**src/rtl/key_itf_pkg.sv**
```systemverilog
// rtl/key_itf_pkg.sv - shared constants and state encoding for the front-panel key interface
// Contents: clock frequency, default timing windows, one-hot per-key FSM states,
//           debounce terminal-count helper.
package key_itf_pkg;

    localparam int CLK_HZ       = 50_000_000;
    localparam int DEF_KEY_NUM  = 4;
    localparam int DEF_DB_CYC   = CLK_HZ / 50;     // 20 ms
    localparam int DEF_LONG_CYC = CLK_HZ;          // 1.0 s
    localparam int DEF_REP_CYC  = CLK_HZ / 5;      // 0.2 s
    localparam int DEF_CNT_W    = 26;

    typedef enum logic [4:0] {
        ST_IDLE      = 5'b00001,
        ST_PRESS_DB  = 5'b00010,
        ST_HELD      = 5'b00100,
        ST_LONG_HELD = 5'b01000,
        ST_REL_DB    = 5'b10000
    } key_state_e;

    // The edge that enters a debounce state already counts as the first
    // sample of the window, so the window ends one count earlier than the
    // hold/repeat timers. This keeps the raw-edge-to-pulse latency at
    // DB_CYC+2 edges including the two synchroniser stages.
    function automatic int db_last(input int db_cyc);
        return (db_cyc >= 2) ? db_cyc - 2 : 0;
    endfunction

endpackage

```
**src/rtl/key_itf_if.sv**
```systemverilog
// rtl/key_itf_if.sv - key bus: raw active-low buttons in, debounced level and event pulses out
// Signals (all KEY_NUM wide): key_n (raw, low = pressed), key_level, key_press,
//                             key_release, key_long, key_repeat.
// Modports: master = panel/stimulus side, slave = key_itf side.
interface key_itf_if
    import key_itf_pkg::*;
#(
    parameter int KEY_NUM = DEF_KEY_NUM
);
    logic [KEY_NUM-1:0] key_n;
    logic [KEY_NUM-1:0] key_level;
    logic [KEY_NUM-1:0] key_press;
    logic [KEY_NUM-1:0] key_release;
    logic [KEY_NUM-1:0] key_long;
    logic [KEY_NUM-1:0] key_repeat;

    modport master (
        output key_n,
        input  key_level, key_press, key_release, key_long, key_repeat
    );

    modport slave (
        input  key_n,
        output key_level, key_press, key_release, key_long, key_repeat
    );
endinterface

```
**src/rtl/key_itf_db.sv**
```systemverilog
// rtl/key_itf_db.sv - single-key synchroniser, debounce / long-press / auto-repeat FSM
// Ports: sysclk, rst_n (async, active-low), key_n (raw, low = pressed),
//        key_level (debounced, 1 = pressed), key_press / key_release /
//        key_long / key_repeat (registered one-cycle pulses).
module key_db
    import key_itf_pkg::*;
#(
    parameter int DB_CYC   = DEF_DB_CYC,
    parameter int LONG_CYC = DEF_LONG_CYC,
    parameter int REP_CYC  = DEF_REP_CYC,
    parameter int CNT_W    = DEF_CNT_W
) (
    input  logic sysclk,
    input  logic rst_n,
    input  logic key_n,
    output logic key_level,
    output logic key_press,
    output logic key_release,
    output logic key_long,
    output logic key_repeat
);

    localparam logic [CNT_W-1:0] DB_LAST   = CNT_W'(db_last(DB_CYC));
    localparam logic [CNT_W-1:0] LONG_LAST = CNT_W'(LONG_CYC - 1);
    localparam logic [CNT_W-1:0] REP_LAST  = CNT_W'(REP_CYC - 1);

    logic       sync1;
    logic       sync2;
    logic       key_s;

    key_state_e       state;
    key_state_e       state_nxt;
    logic [CNT_W-1:0] cnt;
    logic [CNT_W-1:0] cnt_nxt;
    logic             level_nxt;
    logic             press_nxt;
    logic             release_nxt;
    logic             long_nxt;
    logic             repeat_nxt;

    // Synchroniser idles at 1 (released) so reset never looks like a press.
    always_ff @(posedge sysclk or negedge rst_n) begin
        if (!rst_n) begin
            sync1 <= 1'b1;
            sync2 <= 1'b1;
        end else begin
            sync1 <= key_n;
            sync2 <= sync1;
        end
    end

    assign key_s = ~sync2;

    always_ff @(posedge sysclk or negedge rst_n) begin
        if (!rst_n) begin
            state       <= ST_IDLE;
            cnt         <= '0;
            key_level   <= 1'b0;
            key_press   <= 1'b0;
            key_release <= 1'b0;
            key_long    <= 1'b0;
            key_repeat  <= 1'b0;
        end else begin
            state       <= state_nxt;
            cnt         <= cnt_nxt;
            key_level   <= level_nxt;
            key_press   <= press_nxt;
            key_release <= release_nxt;
            key_long    <= long_nxt;
            key_repeat  <= repeat_nxt;
        end
    end

    // Every terminal-count compare happens before the increment, so cnt
    // never wraps; every state change clears cnt.
    always_comb begin
        state_nxt   = state;
        cnt_nxt     = cnt + 1'b1;
        level_nxt   = key_level;
        press_nxt   = 1'b0;
        release_nxt = 1'b0;
        long_nxt    = 1'b0;
        repeat_nxt  = 1'b0;

        case (state)
            ST_IDLE: begin
                cnt_nxt = '0;
                if (key_s) state_nxt = ST_PRESS_DB;
            end
            ST_PRESS_DB: begin
                if (!key_s) begin
                    state_nxt = ST_IDLE;
                    cnt_nxt   = '0;
                end else if (cnt == DB_LAST) begin
                    state_nxt = ST_HELD;
                    cnt_nxt   = '0;
                    press_nxt = 1'b1;
                    level_nxt = 1'b1;
                end
            end
            ST_HELD: begin
                if (!key_s) begin
                    state_nxt = ST_REL_DB;
                    cnt_nxt   = '0;
                end else if (cnt == LONG_LAST) begin
                    state_nxt = ST_LONG_HELD;
                    cnt_nxt   = '0;
                    long_nxt  = 1'b1;
                end
            end
            ST_LONG_HELD: begin
                if (!key_s) begin
                    state_nxt = ST_REL_DB;
                    cnt_nxt   = '0;
                end else if (cnt == REP_LAST) begin
                    cnt_nxt    = '0;
                    repeat_nxt = 1'b1;
                end
            end
            ST_REL_DB: begin
                // A bounce back to pressed restarts the long-press timer
                // without reporting a second press.
                if (key_s) begin
                    state_nxt = ST_HELD;
                    cnt_nxt   = '0;
                end else if (cnt == DB_LAST) begin
                    state_nxt   = ST_IDLE;
                    cnt_nxt     = '0;
                    release_nxt = 1'b1;
                    level_nxt   = 1'b0;
                end
            end
            default: begin
                state_nxt = ST_IDLE;
                cnt_nxt   = '0;
                level_nxt = 1'b0;
            end
        endcase
    end

endmodule

```
**src/rtl/key_itf.sv**
```systemverilog
// rtl/key_itf.sv - front-panel key interface top: KEY_NUM independent key_db channels
// Ports: sysclk, rst_n (async, active-low), bus (key_itf_if.slave: key_n in;
//        key_level, key_press, key_release, key_long, key_repeat out).
module key_itf
    import key_itf_pkg::*;
#(
    parameter int KEY_NUM  = DEF_KEY_NUM,
    parameter int DB_CYC   = DEF_DB_CYC,
    parameter int LONG_CYC = DEF_LONG_CYC,
    parameter int REP_CYC  = DEF_REP_CYC,
    parameter int CNT_W    = DEF_CNT_W
) (
    input  logic        sysclk,
    input  logic        rst_n,
    key_itf_if.slave    bus
);

    logic [KEY_NUM-1:0] level_v;
    logic [KEY_NUM-1:0] press_v;
    logic [KEY_NUM-1:0] release_v;
    logic [KEY_NUM-1:0] long_v;
    logic [KEY_NUM-1:0] repeat_v;

    for (genvar g = 0; g < KEY_NUM; g++) begin : g_key
        key_db #(
            .DB_CYC   (DB_CYC),
            .LONG_CYC (LONG_CYC),
            .REP_CYC  (REP_CYC),
            .CNT_W    (CNT_W)
        ) u_key_db (
            .sysclk      (sysclk),
            .rst_n       (rst_n),
            .key_n       (bus.key_n[g]),
            .key_level   (level_v[g]),
            .key_press   (press_v[g]),
            .key_release (release_v[g]),
            .key_long    (long_v[g]),
            .key_repeat  (repeat_v[g])
        );
    end

    assign bus.key_level   = level_v;
    assign bus.key_press   = press_v;
    assign bus.key_release = release_v;
    assign bus.key_long    = long_v;
    assign bus.key_repeat  = repeat_v;

endmodule

```
**src/flat_wrapper.sv**
```systemverilog
// flat-port wrapper written by rule: the top's interface ports become plain ports
module key_itf_flat import key_itf_pkg::*;
#(
    parameter int KEY_NUM  = DEF_KEY_NUM,
    parameter int DB_CYC   = DEF_DB_CYC,
    parameter int LONG_CYC = DEF_LONG_CYC,
    parameter int REP_CYC  = DEF_REP_CYC,
    parameter int CNT_W    = DEF_CNT_W
)
  (sysclk, rst_n, bus_key_n, bus_key_level, bus_key_press, bus_key_release, bus_key_long, bus_key_repeat);
  key_itf_if #(.KEY_NUM(KEY_NUM)) bus_i ();
  input  logic sysclk;
  input  logic rst_n;
  input wire logic [$bits(bus_i.key_n)-1:0] bus_key_n;
  output wire logic [$bits(bus_i.key_level)-1:0] bus_key_level;
  output wire logic [$bits(bus_i.key_press)-1:0] bus_key_press;
  output wire logic [$bits(bus_i.key_release)-1:0] bus_key_release;
  output wire logic [$bits(bus_i.key_long)-1:0] bus_key_long;
  output wire logic [$bits(bus_i.key_repeat)-1:0] bus_key_repeat;
  assign bus_i.key_n = bus_key_n;
  assign bus_key_level = bus_i.key_level;
  assign bus_key_press = bus_i.key_press;
  assign bus_key_release = bus_i.key_release;
  assign bus_key_long = bus_i.key_long;
  assign bus_key_repeat = bus_i.key_repeat;
  key_itf #(.KEY_NUM(KEY_NUM), .DB_CYC(DB_CYC), .LONG_CYC(LONG_CYC), .REP_CYC(REP_CYC), .CNT_W(CNT_W)) u_core (.sysclk(sysclk), .rst_n(rst_n), .bus(bus_i));
endmodule
```
**config.mk**
```make
export PLATFORM = sky130hd
export DESIGN_NAME = key_itf_flat
export DESIGN_NICKNAME = d
export VERILOG_FILES = /design/src/rtl/key_itf_pkg.sv /design/src/rtl/key_itf_if.sv /design/src/rtl/key_itf_db.sv /design/src/rtl/key_itf.sv /design/src/flat_wrapper.sv
export SDC_FILE = /design/constraint.sdc
export NUM_CORES = 1
export LEC_CHECK = 0
export BUFFER_PORTS_ARGS = -buffer_cell sky130_fd_sc_hd__buf_2
export CAP_MARGIN = 20
export CORE_AREA = 2 2 134 150
export CTS_CLUSTER_DIAMETER = 40
export DETAILED_ROUTE_END_ITERATION = 12
export DIE_AREA = 0 0 136 152
export PLACE_DENSITY = 0.67
export SYNTH_ARGS = -nofsm -noshare
export SYNTH_HDL_FRONTEND = slang
export SYNTH_HIERARCHICAL = 1
export SYNTH_SLANG_ARGS = --single-unit
```
**constraint.sdc**
```tcl
create_clock -name sysclk -period 3.43 [get_ports sysclk]
set_clock_uncertainty 0.15 [all_clocks]
set_input_delay 0.5145 -clock sysclk [delete_from_list [all_inputs] [get_ports sysclk]]
set_output_delay 0.5145 -clock sysclk [all_outputs]
set_load 0.02 [all_outputs]
```
# After elaboration in Yosys (flattened, before gate mapping)
# Cells that the tools add are included.
# Widths: inputs -> output; s select.
# word_totals
register_bits	152
input_bits	6
out_inout_bits	20
wordCells	256
# classes
n_addsub	4
eq_ne	68
muxes	132
bitwise_logic	4
n_reduce_logical	12
# ops
op	n
$mux 26	28
$pmux 26 s4	4
$mux 5	32
$add 26x1->26 const B	4
$eq 26x20->1 const B	4
$eq 26x24->1 const B	4
$eq 26x26->1 const B	4
$pmux 5 s5	4
$mux 1	60
$ne 2x2->1 const B	24
$reduce_and 5->1	8
$ne 3x3->1 const B	12
$eq 5x1->1 const B	4
$eq 5x2->1 const B	4
$eq 5x3->1 const B	4
$eq 5x4->1 const B	4
$eq 5x5->1 const B	4
$pmux 1 s3	4
$reduce_or 3->1	4
$not 1->1	4

# Depth between registers and ports, before layout
# depth
word_depth	4
mapped_depth	9

# By module
# Netlist, hierarchy kept.
# by_module_without_submodules
mod	n_inst	cells_per_inst	area_each_um2	seq_area_each_um2
key_db at u_core.g_key[0].u_key_db ...	3	223	2154.6	954.7
key_db at u_core.g_key[3].u_key_db	1	216	2026.9	954.7

# Worst setup path before layout
# Ideal clock, no wire load.
# synth_path
path_kind	register -> register
from	register u_core.g_key[3].u_key_db.cnt[10]
to	register u_core.g_key[3].u_key_db.cnt[17]
setup_time_ns	0.119
arrival_ns	2.178
required_ns	3.161
slack_ns	0.983
stages_incl_launch_ff	7
path_cell_list	dfrtp_1 > or4_1 > or2_0 > o41a_1 > a211oi_4 > buf_6 > nor2_1
# synth_between
elab_chain_cells	4
elab_cells_between_ends	12
classes_between	add/sub (1); eq/ne (3); mux (8)
# synth_lines
element	line	source
start: declaration	key_itf_db.sv:33	logic [CNT_W-1:0] cnt;
start signal: assignment	key_itf_db.sv:65	cnt <= cnt_nxt;
$add 26x1->26, or another cell as far along	key_itf_db.sv:78	cnt_nxt = cnt + 1'b1;
$mux 26, on equally long branches (2 in series)	-	
$pmux 26 s4 *	key_itf_db.sv:85	case (state)
via u_core.g_key[3].u_key_db.cnt_nxt[17]	key_itf_db.sv:34	logic [CNT_W-1:0] cnt_nxt;
# The timed path passes the listed nets; every way through them passes the cells marked *.
# A chain may end at the register's enable or synchronous reset.

# Final worst setup path
# layout_path
from	register u_core.g_key[3].u_key_db.cnt[10]
to	register u_core.g_key[3].u_key_db.cnt[24]
# The elaborated chain is that of the path after synthesis.

==> results by group <==
Layout
  – Diodes inserted: 0
  – Layout cells sized above 1: 0.145
  – Non-Filler Instances: 1,168
  – Commonest non-fill, non-tap cell in the layout: dfrtp_1
  – Fin util: 0.485
  – Most frequent cells in the layout: dfrtp_1 (140), nor2_1 (116), xor2_1 (64)
  – Layout Nets: 917
  – Layout area overhead: 10.3%
  – Fillcell total: 1,817

Placement
  – Placed Cells: 1,135
  – PortBufs: 25
  – DP Wirelength: 11.6 mm
  – Gpl congestion: 0.845

Synthesis
  – Mapped Cells: 885
  – Synth Area per Inst: 9.59 um^2
  – Yosys cell types: 55
  – Prevailing post-synth register cell: dfrtp_1
  – Syn_nets: 899
  – FF+latch count, synth: 152
  – Synth Warn #: 6
  – Synthesized area: 8490 um^2
  – Yosys top cell by area: dfrtp_1
  – Simple-gate share of the synthesized area: 0.321
  – Post-Synth Adder-Cell Area: 0.0118
  – Synth Area in Compound Gates: 0.0697
  – Fraction of registers with async set/reset: 1.00
  – Sequential share of the synthesized area: 0.450
  – Mux share of post-synthesis cell area: 0
  – Share of the synthesized area in the top cell type: 0.413
  – Main combinational cell family by area after synthesis: simple AND/OR/NAND/NOR gates
  – Synth Area in XOR/XNOR: 0.107
  – Number of enable flip-flop cells after synthesis: 0
  – Ranking of synthesized cells by area: dfrtp_1 (41%), xor2_1 (6.6%), nor2_1 (5.1%), xnor2_1 (4.1%), dfstp_2 (3.7%)

Setup path
  – Slowest stage cell, crit path: or4_1
  – Worst Path Buf+Inv: 1
  – Req. time, crit path: 3.57 ns
  – Worst setup EP type: flop
  – Levels on crit path: 6
  – Critical Path Fanout Max: 26
  – Peak per-stage delay on the critical path: 0.55 ns
  – Cell Chain, Critical Path: or4_1 -> or2_0 -> o41a_1 -> a211oi_4 -> buf_4 -> nor2_1
  – R2R cell count: 6
  – Critical setup path kind: flop to flop
  – CP delay by family, top: simple AND/OR/NAND/NOR gates
  – Worst setup SP type: flop
  – RR Endpoint: u_core/g_key[3].u_key_db/cnt[24]$_DFF_PN0_
  – Setup crit end: u_core/g_key[3].u_key_db/cnt[24]$_DFF_PN0_
  – Worst R2R Setup Slack: 0.86 ns
  – Reg-to-Reg Start: u_core/g_key[3].u_key_db/cnt[10]$_DFF_PN0_
  – Critical Path AT: 2.71 ns
  – CP Launch Point: u_core/g_key[3].u_key_db/cnt[10]$_DFF_PN0_

Die
  – IO Pins: 26
  – Die area: 20,700 um^2
  – Die H: 152 um
  – Site Rows: 54
  – Initial core utilization: 0.439
  – Core area: 19,300 um^2
  – Die Wd: 136 um

Timing
  – RSZ-0062 raised after global routing: no
  – Rel. slew slack: 0.452
  – Least-Margin Pin Slew: 0.814 ns
  – Final Critical Period: 2.57 ns
  – Max Fclk: 0.390 GHz
  – Final Setup Violations: 0
  – Final hold viol count: 0
  – Ratio of final minimum period to clock period: 0.748
  – TNS Setup: 0 ns
  – Final number of max-transition violations: 0

Clock network
  – Setup Fix Bufs, Post-CTS: 0
  – Clock Latency Late Sink: 0.42 ns
  – Sink Count: 152
  – CTS tree: built
  – CTS max path bufs: 2
  – Clk Tree Root Cell: clkbuf_16
  – CTS resizes: 0
  – CTS H-Tree Depth: 4
  – CTS Buf Count: 17
  – Clk slew on worst S/H paths: 0.06 ns

Global route
  – GRT Total Usage: 0.172
  – Global route overflow: 0
  – Largest net degree at the start of global routing: 73
  – Number of global-route vias before repair: 5,969
  – Initial antenna violation count: 0
  – First-pass GRT wire length: 29.2 mm

Min path
  – Hold_sp: bus_key_n[3]
  – Hold WC Path Type: input port to flop

Job
  – Max-Cap Viols: 0

Route
  – Final ANT Viol Nets: 0
  – Vias per cell: 5.39
  – DRT iter0 DRCs: 507
  – Iteration count of the initial detailed-routing pass: 7
  – WL final: 16.8 mm
  – Via count: 6,295
  – DRC: 0
  – WL per Instance: 14.4 um

Status
  – Run status: finished, final reports clean

Power and ir drop
  – Peak supply drop: 0.289 mV
  – LEAKAGE: 0.00374 uW
  – PD cells: 438 nW/um^2
## per-stage QoR
step / hold WS [ns] / area [um^2] / total power, uW / setup WS [ns]
after floorplan: 0.0689 / 8490 / 2170 / 0.983
after global placement: 0.196 / 8760 / 2250 / 0.930
after detailed placement: 0.197 / 8760 / 2260 / 0.882
after CTS: 0.0179 / 9370 / 4160 / 0.865
after global routing: 0.0200 / 9370 / 4290 / 0.745
final: 0.0436 / 9370 / 4100 / 0.864
## logic make-up after synthesis
group | after synthesis
AO/OA/AOI/OAI | 88
XOR/XNOR | 104
adder cells (fa/ha/maj) | 8
buffers and inverters | 60
flip-flops | 152
AND/OR/NAND/NOR | 473
## state kept, by name, summed over array words and instances, names as in the netlist
register	flops
u_core/g_key.u_key_db/cnt	104
u_core/g_key.u_key_db/state	20
u_core/g_key.u_key_db/key_level	4
u_core/g_key.u_key_db/key_long	4
u_core/g_key.u_key_db/key_press	4
u_core/g_key.u_key_db/key_release	4
u_core/g_key.u_key_db/key_repeat	4
u_core/g_key.u_key_db/sync1	4
u_core/g_key.u_key_db/sync2	4
## worst reg2reg max path: cells and delay by family (launching register included)
family	cells	cell delay (ns)
flops	1	0.42
buf+inv	1	0.31
simple gates	3	0.89
compound gates	2	0.67
## how the worst min path moves through the flow
stage | to | slack [ns] | cells after the start
2_1_floorplan | u_core/g_key[0].u_key_db/cnt[0]$_DFF_PN0_ | 0.07 | 0
3_3_place_gp | u_core/g_key[3].u_key_db/sync2$_DFF_PN1_ | 0.20 | 0
3_5_place_dp | u_core/g_key[3].u_key_db/sync2$_DFF_PN1_ | 0.20 | 0
4_1_cts | u_core/g_key[3].u_key_db/sync1$_DFF_PN1_ | 0.02 | 1
5_1_grt | u_core/g_key[3].u_key_db/sync1$_DFF_PN1_ | 0.02 | 1
6_report | u_core/g_key[3].u_key_db/sync1$_DFF_PN1_ | 0.04 | 1
## cells in the mapped netlist (10+ instances only)
cell type	n
nor4_1	28
xor2_1	64
dfrtp_1	140
nand4_1	30
xnor2_1	40
clkbuf_1	25
and4_1	10
dfstp_2	12
nand2_1	50
nor2_1	116
nor2_2	36
nand3_1	55
o21ai_0	22
nand2b_1	15
buf_6	11
and3_1	21
inv_1	21
nor3_1	18
a21oi_1	28
## routing by layer
layer / wire length [um] / global-route usage
met4: 209 / 0.0585
met2: 8140 / 0.272
met5: 0 / 0
met3: 390 / 0.0337
met1: 8100 / 0.237
## report_power, final
group	internal [uW]	switching [uW]
clock	1180	693
combinational	137	174
sequential	1840	75.5
total	3160	942
## layout make-up
cell class | instances | area (um^2) | share of cell area
multi-input cells | 673 | 4330 | 0.462
inverters | 21 | 78.8 | 0.00842
clock inverters | 8 | 119 | 0.0127
repair buffers | 38 | 231 | 0.0247
clock buffers | 24 | 472 | 0.0504
flip-flops and latches | 152 | 3820 | 0.408
well taps | 252 | 315 | 0.0337
## what timing repair did
action / CTS / global route
hold endpoints to repair: 27 / 0
hold buffers: 1 / 0
endpoints found under the setup margin: 0 / 0
(Power assumes the default switching activity.)
